==> src/rtl/sort_seq_ctrl_if.sv <==
// Handshake/data bundle between a sort requester and the sort_seq_ctrl sequencer.
// master drives the request side; slave is the sequencer.
interface sort_seq_ctrl_if #(
    parameter int N = 4
);
    logic             start;
    logic [4*N-1:0]   data_in;
    logic             busy;
    logic             done;
    logic [4*N-1:0]   data_out;
    logic [5:0]       swap_count;

    modport master (
        output start, data_in,
        input  busy, done, data_out, swap_count
    );

    modport slave (
        input  start, data_in,
        output busy, done, data_out, swap_count
    );
endinterface

==> src/rtl/sort_seq_ctrl.sv <==
// Bubble-sort sequencer: one adjacent pair per cycle through a shared 4-bit comparator,
// shrinking pass bound, early exit on a swap-free pass, done pulse with registered result.
module cmp4 (
    input  logic [3:0] a,
    input  logic [3:0] b,
    output logic       greater,
    output logic       lesser,
    output logic       equal
);
    assign greater = (a > b);
    assign lesser  = (a < b);
    assign equal   = (a == b);
endmodule

module sort_seq_ctrl #(
    parameter int N       = 4,
    parameter bit DESCEND = 1'b0
) (
    input logic             clk,
    input logic             rst,
    sort_seq_ctrl_if.slave  bus
);
    localparam int IW = $clog2(N);
    localparam logic [IW-1:0] LAST = IW'(N - 2);

    typedef enum logic [1:0] {IDLE, SORT, DONE} state_t;

    state_t            state;
    logic [N-1:0][3:0] work;
    logic [N-1:0][3:0] work_n;
    logic [IW-1:0]     idx;
    logic [IW-1:0]     idx_hi;
    logic [IW-1:0]     pass;
    logic [5:0]        swaps;
    logic [5:0]        swaps_n;
    logic              pass_swapped;
    logic              pass_swapped_n;
    logic              gt, lt, eq;
    logic              out_of_order;
    logic              last_pair;

    assign idx_hi = idx + 1'b1;

    cmp4 u_cmp (
        .a       (work[idx]),
        .b       (work[idx_hi]),
        .greater (gt),
        .lesser  (lt),
        .equal   (eq)
    );

    // Equal entries never swap, which keeps the sort stable.
    assign out_of_order   = !eq && (DESCEND ? lt : gt);
    assign swaps_n        = swaps + {5'd0, out_of_order};
    assign pass_swapped_n = pass_swapped | out_of_order;
    assign last_pair      = (idx == LAST - pass);

    always_comb begin
        work_n = work;
        if (out_of_order) begin
            work_n[idx]    = work[idx_hi];
            work_n[idx_hi] = work[idx];
        end
    end

    always_ff @(posedge clk) begin
        if (rst) begin
            state          <= IDLE;
            work           <= '0;
            idx            <= '0;
            pass           <= '0;
            swaps          <= '0;
            pass_swapped   <= 1'b0;
            bus.busy       <= 1'b0;
            bus.done       <= 1'b0;
            bus.data_out   <= '0;
            bus.swap_count <= '0;
        end else begin
            case (state)
                IDLE: begin
                    bus.done <= 1'b0;
                    if (bus.start) begin
                        work         <= bus.data_in;
                        idx          <= '0;
                        pass         <= '0;
                        swaps        <= '0;
                        pass_swapped <= 1'b0;
                        bus.busy     <= 1'b1;
                        state        <= SORT;
                    end
                end
                SORT: begin
                    work         <= work_n;
                    swaps        <= swaps_n;
                    pass_swapped <= pass_swapped_n;
                    if (!last_pair) begin
                        idx <= idx_hi;
                    end else if (pass == LAST || !pass_swapped_n) begin
                        // Result includes this cycle's exchange, so take it from work_n.
                        bus.data_out   <= work_n;
                        bus.swap_count <= swaps_n;
                        bus.busy       <= 1'b0;
                        bus.done       <= 1'b1;
                        state          <= DONE;
                    end else begin
                        idx          <= '0;
                        pass         <= pass + 1'b1;
                        pass_swapped <= 1'b0;
                    end
                end
                DONE: begin
                    bus.done <= 1'b0;
                    state    <= IDLE;
                end
                default: begin
                    bus.busy <= 1'b0;
                    bus.done <= 1'b0;
                    state    <= IDLE;
                end
            endcase
        end
    end
endmodule

==> src/flat_wrapper.sv <==
// flat-port wrapper written by rule: the top's interface ports become plain ports
module sort_seq_ctrl_flat 
#(
    parameter int N       = 4,
    parameter bit DESCEND = 1'b0
)
  (clk, rst, bus_start, bus_data_in, bus_busy, bus_done, bus_data_out, bus_swap_count);
  sort_seq_ctrl_if #(.N(N)) bus_i ();
  input logic clk;
  input logic rst;
  input wire logic [$bits(bus_i.start)-1:0] bus_start;
  input wire logic [$bits(bus_i.data_in)-1:0] bus_data_in;
  output wire logic [$bits(bus_i.busy)-1:0] bus_busy;
  output wire logic [$bits(bus_i.done)-1:0] bus_done;
  output wire logic [$bits(bus_i.data_out)-1:0] bus_data_out;
  output wire logic [$bits(bus_i.swap_count)-1:0] bus_swap_count;
  assign bus_i.start = bus_start;
  assign bus_i.data_in = bus_data_in;
  assign bus_busy = bus_i.busy;
  assign bus_done = bus_i.done;
  assign bus_data_out = bus_i.data_out;
  assign bus_swap_count = bus_i.swap_count;
  sort_seq_ctrl #(.N(N), .DESCEND(DESCEND)) u_core (.clk(clk), .rst(rst), .bus(bus_i));
endmodule
==> config.mk <==
export PLATFORM = sky130hd
export DESIGN_NAME = sort_seq_ctrl_flat
export DESIGN_NICKNAME = d
export VERILOG_FILES = /design/src/rtl/sort_seq_ctrl_if.sv /design/src/rtl/sort_seq_ctrl.sv /design/src/flat_wrapper.sv
export SDC_FILE = /design/constraint.sdc
export NUM_CORES = 1
export LEC_CHECK = 0
export BUFFER_PORTS_ARGS = -buffer_cell sky130_fd_sc_hd__buf_4
export CAP_MARGIN = 10
export CORE_UTILIZATION = 50
export DETAILED_ROUTE_END_ITERATION = 10
export PLACE_DENSITY_LB_ADDON = 0.3
export SLEW_MARGIN = 40
export SYNTH_ARGS = -nofsm -noshare
export SYNTH_HDL_FRONTEND = slang
export SYNTH_HIERARCHICAL = 1
export SYNTH_SLANG_ARGS = --single-unit
export TNS_END_PERCENT = 30
==> constraint.sdc <==
create_clock -name clk -period 4.4 [get_ports clk]
set_input_delay 0.88 -clock clk [delete_from_list [all_inputs] [get_ports clk]]
set_output_delay 0.88 -clock clk [all_outputs]
set_load 0.1 [all_outputs]
==> results of run 1 <==
through the flow:
step,hold slack [ns],instance area (sq um),std cells
global placement,0.463,3350,436
finish,0.487,3470,444
global route,0.514,3470,444
floorplan,0.463,2990,339
detailed placement,0.469,3350,436
CTS,0.491,3470,444
metal layers:
| metal | vias to the layer above | global-route usage, % | routed length [um] |
|---|---|---|---|
| li1 | 1307 | - | - |
| met1 | 1233 | 35.6 | 3430 |
| met2 | 127 | 40.9 | 3470 |
| met3 | 17 | 3.45 | 487 |
| met4 | 0 | 8.73 | 174 |
| met5 | - | 0 | 0 |
cells in the final DEF (no fill, tap or decap), types with 5 or more instances in the layout:
master and count:
nor2_1 55, dfxtp_1 53, buf_4 45, nand2_1 27
o21ai_0 18, inv_1 15, ha_1 15, mux2i_1 10
nor2b_1 8, a22oi_1 8, a211oi_1 8, a311oi_1 8
a21oi_1 7, o22ai_1 7, clkbuf_8 6, nor3_1 6
and4_1 6, xnor2_1 5, a221oi_1 5
flip-flops by register name (all words and copies together) (netlist names), 2 cells and up:
signal,flops
u_core/bus.data_out,16
u_core/bus.swap_count,6
u_core/state,2
u_core/pass,2
u_core/idx,2
u_core/work,16
u_core/swaps,6
layout make-up:
class                           instances  area, sq um
Tap cell                               72         90.1
Timing Repair Buffer                   46          358
Fill cell                             513         2170
Inverter                               15         56.3
Clock inverter                          1         30.0
Sequential cell                        53         1060
Clock buffer                            7         86.3
Multi-Input combinational cell        250         1790
critical path: cells and delay by family, from the launching register on:
kind,cells,cell delay [ns]
AOI/OAI and AO/OA,4,0.71
adders and majority gates,2,0.70
buffers and inverters,3,0.52
DFF,1,0.62
muxes,1,0.44
and+or+nand+nor,4,1.10
power breakdown:
part	internal, mW	leakage [nW]	switching [mW]
sequential	0.517	0.432	0.0431
combinational	0.199	0.860	0.385
clock	0.186	0.0585	0.161
worst max path at each step:
stage,startpoint,to,cells past startpoint
after floorplan,u_core/idx[1],u_core/bus.swap_count[5],18
after global placement,u_core/idx[1],u_core/bus.swap_count[4],14
after detailed placement,u_core/idx[1],u_core/bus.swap_count[0],14
after CTS,u_core/idx[1],u_core/bus.data_out[6],14
after global routing,u_core/idx[1],u_core/bus.data_out[1],14
final,u_core/idx[1],u_core/bus.data_out[6],14
==> impl_metrics.json, run 1 <==
{
  "place_ws_ns": 0.352,
  "startpoint_type": "flip-flop",
  "cp_data_arrival_time_ns": 4.41,
  "area_growth_pct": 16.1,
  "root_buffer": "clkbuf_8",
  "htree_levels": 2,
  "overflow": 0,
  "post_cts_buffers": 0,
  "drt-initial-drc-count": 280,
  "relSlewSlack_pct": 49.7,
  "layout-drive-gt1-share_pct": 18.0,
  "coreArea_sq_um": 5640,
  "start_util_pct": 53.0,
  "hp-class": "flip-flop to flip-flop",
  "drc": 0,
  "synthCells": 339,
  "cts.sink_count": 53,
  "io_pins": 43,
  "p_leak_nw": 1.35,
  "clock_skew_ns": 0.00402,
  "die_w_um": 79.3,
  "antenna_found_initial": 0,
  "tightest_slew_ns": 0.754,
  "run_status": "completed",
  "worstPathMaxFanout": 22,
  "clk_pin_slew_ns": 0.09,
  "syn_nets": 373,
  "wl_per_cell_um": 17.0,
  "die_height_um": 79.3,
  "grt_pass1_vias": 2459,
  "fin_ws_ns": 0.204,
  "viasPerCell": 6.05,
  "gp_congestion": 0.936,
  "min_period_over_period_pct": 95.4,
  "min_path_cells": 1,
  "rrSetupSlack_ns": 0.20,
  "grt_max_degree": 53,
  "worstSkewPairLatency_ns": 0.31,
  "end_kind": "flip-flop",
  "antenna_cells": 0,
  "grt_pass1_wl_um": 12500,
  "portBuffers": 42,
  "cap_viol_max_count": 0,
  "avgSynthCellArea_sq_um": 8.82,
  "fin_setup_tns_ns": 0,
  "grtUsageTotal_pct": 25.7,
  "whs_endpoint": "u_core/bus.done",
  "wl_um": 7560,
  "yosysWarnings": 6,
  "final.min_clock_period_ns": 4.20,
  "required_ns": 4.61,
  "setup_violations": 0,
  "hold_viol_final": 0,
  "die_area_sq_um": 6290,
  "ant_nets": 0,
  "cts_tree": "built",
  "critical-path-slowest-cell": "dfxtp_1",
  "max_freq_mhz": 238,
  "hp-start": "u_core/bus.done",
  "path_cells": "inv_1 > ha_1 > mux4_1 > inv_1 > ha_1 > nor2b_4 > o21bai_4 > a21oi_2 > nand2b_1 > a21oi_1 > nor3_4 > buf_12 > nor2_1 > a311oi_1",
  "vias": 2684,
  "worstSetupPathType": "flip-flop to flip-flop",
  "ir_drop_v": 0.000216,
  "r2r_cells": 14,
  "cts_made_buffers": 5,
  "rsz0062_at_grt": "no",
  "syn_area_sq_um": 2990,
  "r2r-end": "u_core/bus.data_out[6]",
  "place_hpwl_um": 5260,
  "rows": 27,
  "worstReg2RegStart": "u_core/idx[1]",
  "firstDrtPassIters": 5,
  "total_power_mw": 1.49,
  "finish.net_count": 405,
  "cts_buffer_depth": 2,
  "p_per_area_nw_per_um2": 429,
  "maxSlewViolCount": 0,
  "cts_resized": 0,
  "postLayoutCoreUtil_pct": 61.5,
  "holdBufCountCts": 0,
  "crit_path_max_incr_delay_ns": 0.62
}
Note: power is estimated with default switching activity, not from simulation.
==> run 2: changes to the inputs <==
==> constraint.sdc (replaced) <==
create_clock -name clk -period 4.2 [get_ports clk]
set_input_delay 0.84 -clock clk [delete_from_list [all_inputs] [get_ports clk]]
set_output_delay 0.84 -clock clk [all_outputs]
set_load 0.1 [all_outputs]
==> impl_metrics.json, run 2 (synthesis results as in run 1) <==
{
  "holdBufCountCts": 0,
  "wl_um": 7620,
  "die_w_um": 79.3,
  "worstSetupPathType": "flip-flop to flip-flop",
  "p_leak_nw": 1.36,
  "finish.net_count": 409,
  "worstPathMaxFanout": 12,
  "antenna_cells": 0,
  "post_cts_buffers": 0,
  "cts_resized": 0,
  "drt-initial-drc-count": 271,
  "p_per_area_nw_per_um2": 435,
  "hp-class": "flip-flop to flip-flop",
  "required_ns": 4.45,
  "run_status": "completed",
  "firstDrtPassIters": 5,
  "cp_data_arrival_time_ns": 3.90,
  "rows": 27,
  "grt_pass1_wl_um": 12200,
  "coreArea_sq_um": 5640,
  "top_layer": "met4",
  "antenna_found_initial": 0,
  "place_hpwl_um": 5260,
  "cap_viol_max_count": 0,
  "grt_pass1_vias": 2457,
  "relSlewSlack_pct": 49.2,
  "clk_pin_slew_ns": 0.10,
  "wl_met3_um": 440,
  "portBuffers": 42,
  "io_pins": 43,
  "cts_tree": "built",
  "die_height_um": 79.3,
  "biggestRegsByFlops": "u_core/bus.data_out (16), u_core/work (16)",
  "grtUsageTotal_pct": 25.1,
  "layout-drive-gt1-share_pct": 18.9,
  "final_cell_mix": "nor2_1, dfxtp_1, buf_4",
  "postLayoutCoreUtil_pct": 61.4,
  "min_period_over_period_pct": 86.8,
  "fin_setup_tns_ns": 0,
  "end_kind": "flip-flop",
  "final_common_cell": "nor2_1",
  "clock_skew_ns": 0.00636,
  "cts_made_buffers": 5,
  "vias": 2685,
  "cts.sink_count": 53,
  "gp_congestion": 0.927,
  "drc": 0,
  "wl_per_cell_um": 17.0,
  "met1Wirelength_um": 3440,
  "ir_drop_v": 0.000243,
  "total_power_mw": 1.51,
  "final.min_clock_period_ns": 3.65,
  "setup_violations": 0,
  "max_freq_mhz": 274,
  "tightest_slew_ns": 0.761,
  "dr_wl_met2_um": 3610,
  "htree_levels": 2,
  "start_util_pct": 53.0,
  "die_area_sq_um": 6290,
  "root_buffer": "clkbuf_8",
  "maxSlewViolCount": 0,
  "grt_max_degree": 53,
  "rsz0062_at_grt": "no",
  "viasPerCell": 5.99,
  "cts_buffer_depth": 2,
  "startpoint_type": "flip-flop",
  "hold_viol_final": 0,
  "overflow": 0,
  "area_growth_pct": 15.9,
  "worstSkewPairLatency_ns": 0.31,
  "ant_nets": 0
}
[run 2: cell count changes in the layout (fill, tap and decap cells not counted), sizes merged]
cell    previous run  this run
buf               46        50
bufinv             1         0
clkinv             0         2
clkbuf             7         6
[run 2: path summary, 6_finish.rpt]
check / slack (ns) / end / depth (start not counted) / startpoint
setup reg to reg: 0.55 / u_core/bus.data_out[8] / 14 / u_core/idx[0]
setup / recovery: 0.55 / u_core/bus.data_out[8] / 14 / u_core/idx[0]
hold reg to reg: 0.49 / u_core/bus.done / 1 / u_core/bus.done
hold / removal: 0.49 / u_core/bus.done / 1 / u_core/bus.done
[run 2: metal layers]
layer / global-route usage, % / vias up
li1: - / 1308
met5: 0 / -
met3: 4.83 / 13
met2: 40.1 / 110
met1: 33.8 / 1254
met4: 8.73 / 0
[run 2: through the flow]
stage	instance area, sq um	setup WS [ns]	hold slack [ns]	std cells
2_1_floorplan	2990	0.780	0.463	339
3_3_place_gp	3370	0.727	0.465	440
3_5_place_dp	3370	0.632	0.471	440
4_1_cts	3470	0.605	0.499	448
5_1_grt	3470	0.305	0.513	448
6_report	3470	0.554	0.495	448
[run 2: layout make-up]
type | instances | area, sq um
fillers | 501 | 2180
repair buffers | 50 | 375
flip-flops and latches | 53 | 1060
inverters | 15 | 56.3
multi-input cells | 250 | 1790
clock buffers | 6 | 82.6
clock inverters | 2 | 13.8
well taps | 72 | 90.1
[run 2: power breakdown]
group          total, mW  internal [mW]  switching (mW)  leakage, nW
logic              0.612          0.212           0.401        0.877
clock network      0.311          0.134           0.177       0.0512
registers          0.584          0.541          0.0432        0.432
total               1.51          0.887           0.621         1.36
[run 2: critical path, stage by stage, from the launching register on]
cell and delay (ns):
dfxtp_1 0.35, inv_1 0.11, ha_1 0.43, mux4_1 0.45
inv_1 0.10, ha_1 0.23, nor2b_4 0.14, o21bai_4 0.10
a21oi_2 0.06, nand2b_1 0.35, a21oi_1 0.25, nor3_4 0.36
buf_4 0.30, mux2i_1 0.21, nor2b_4 0.14
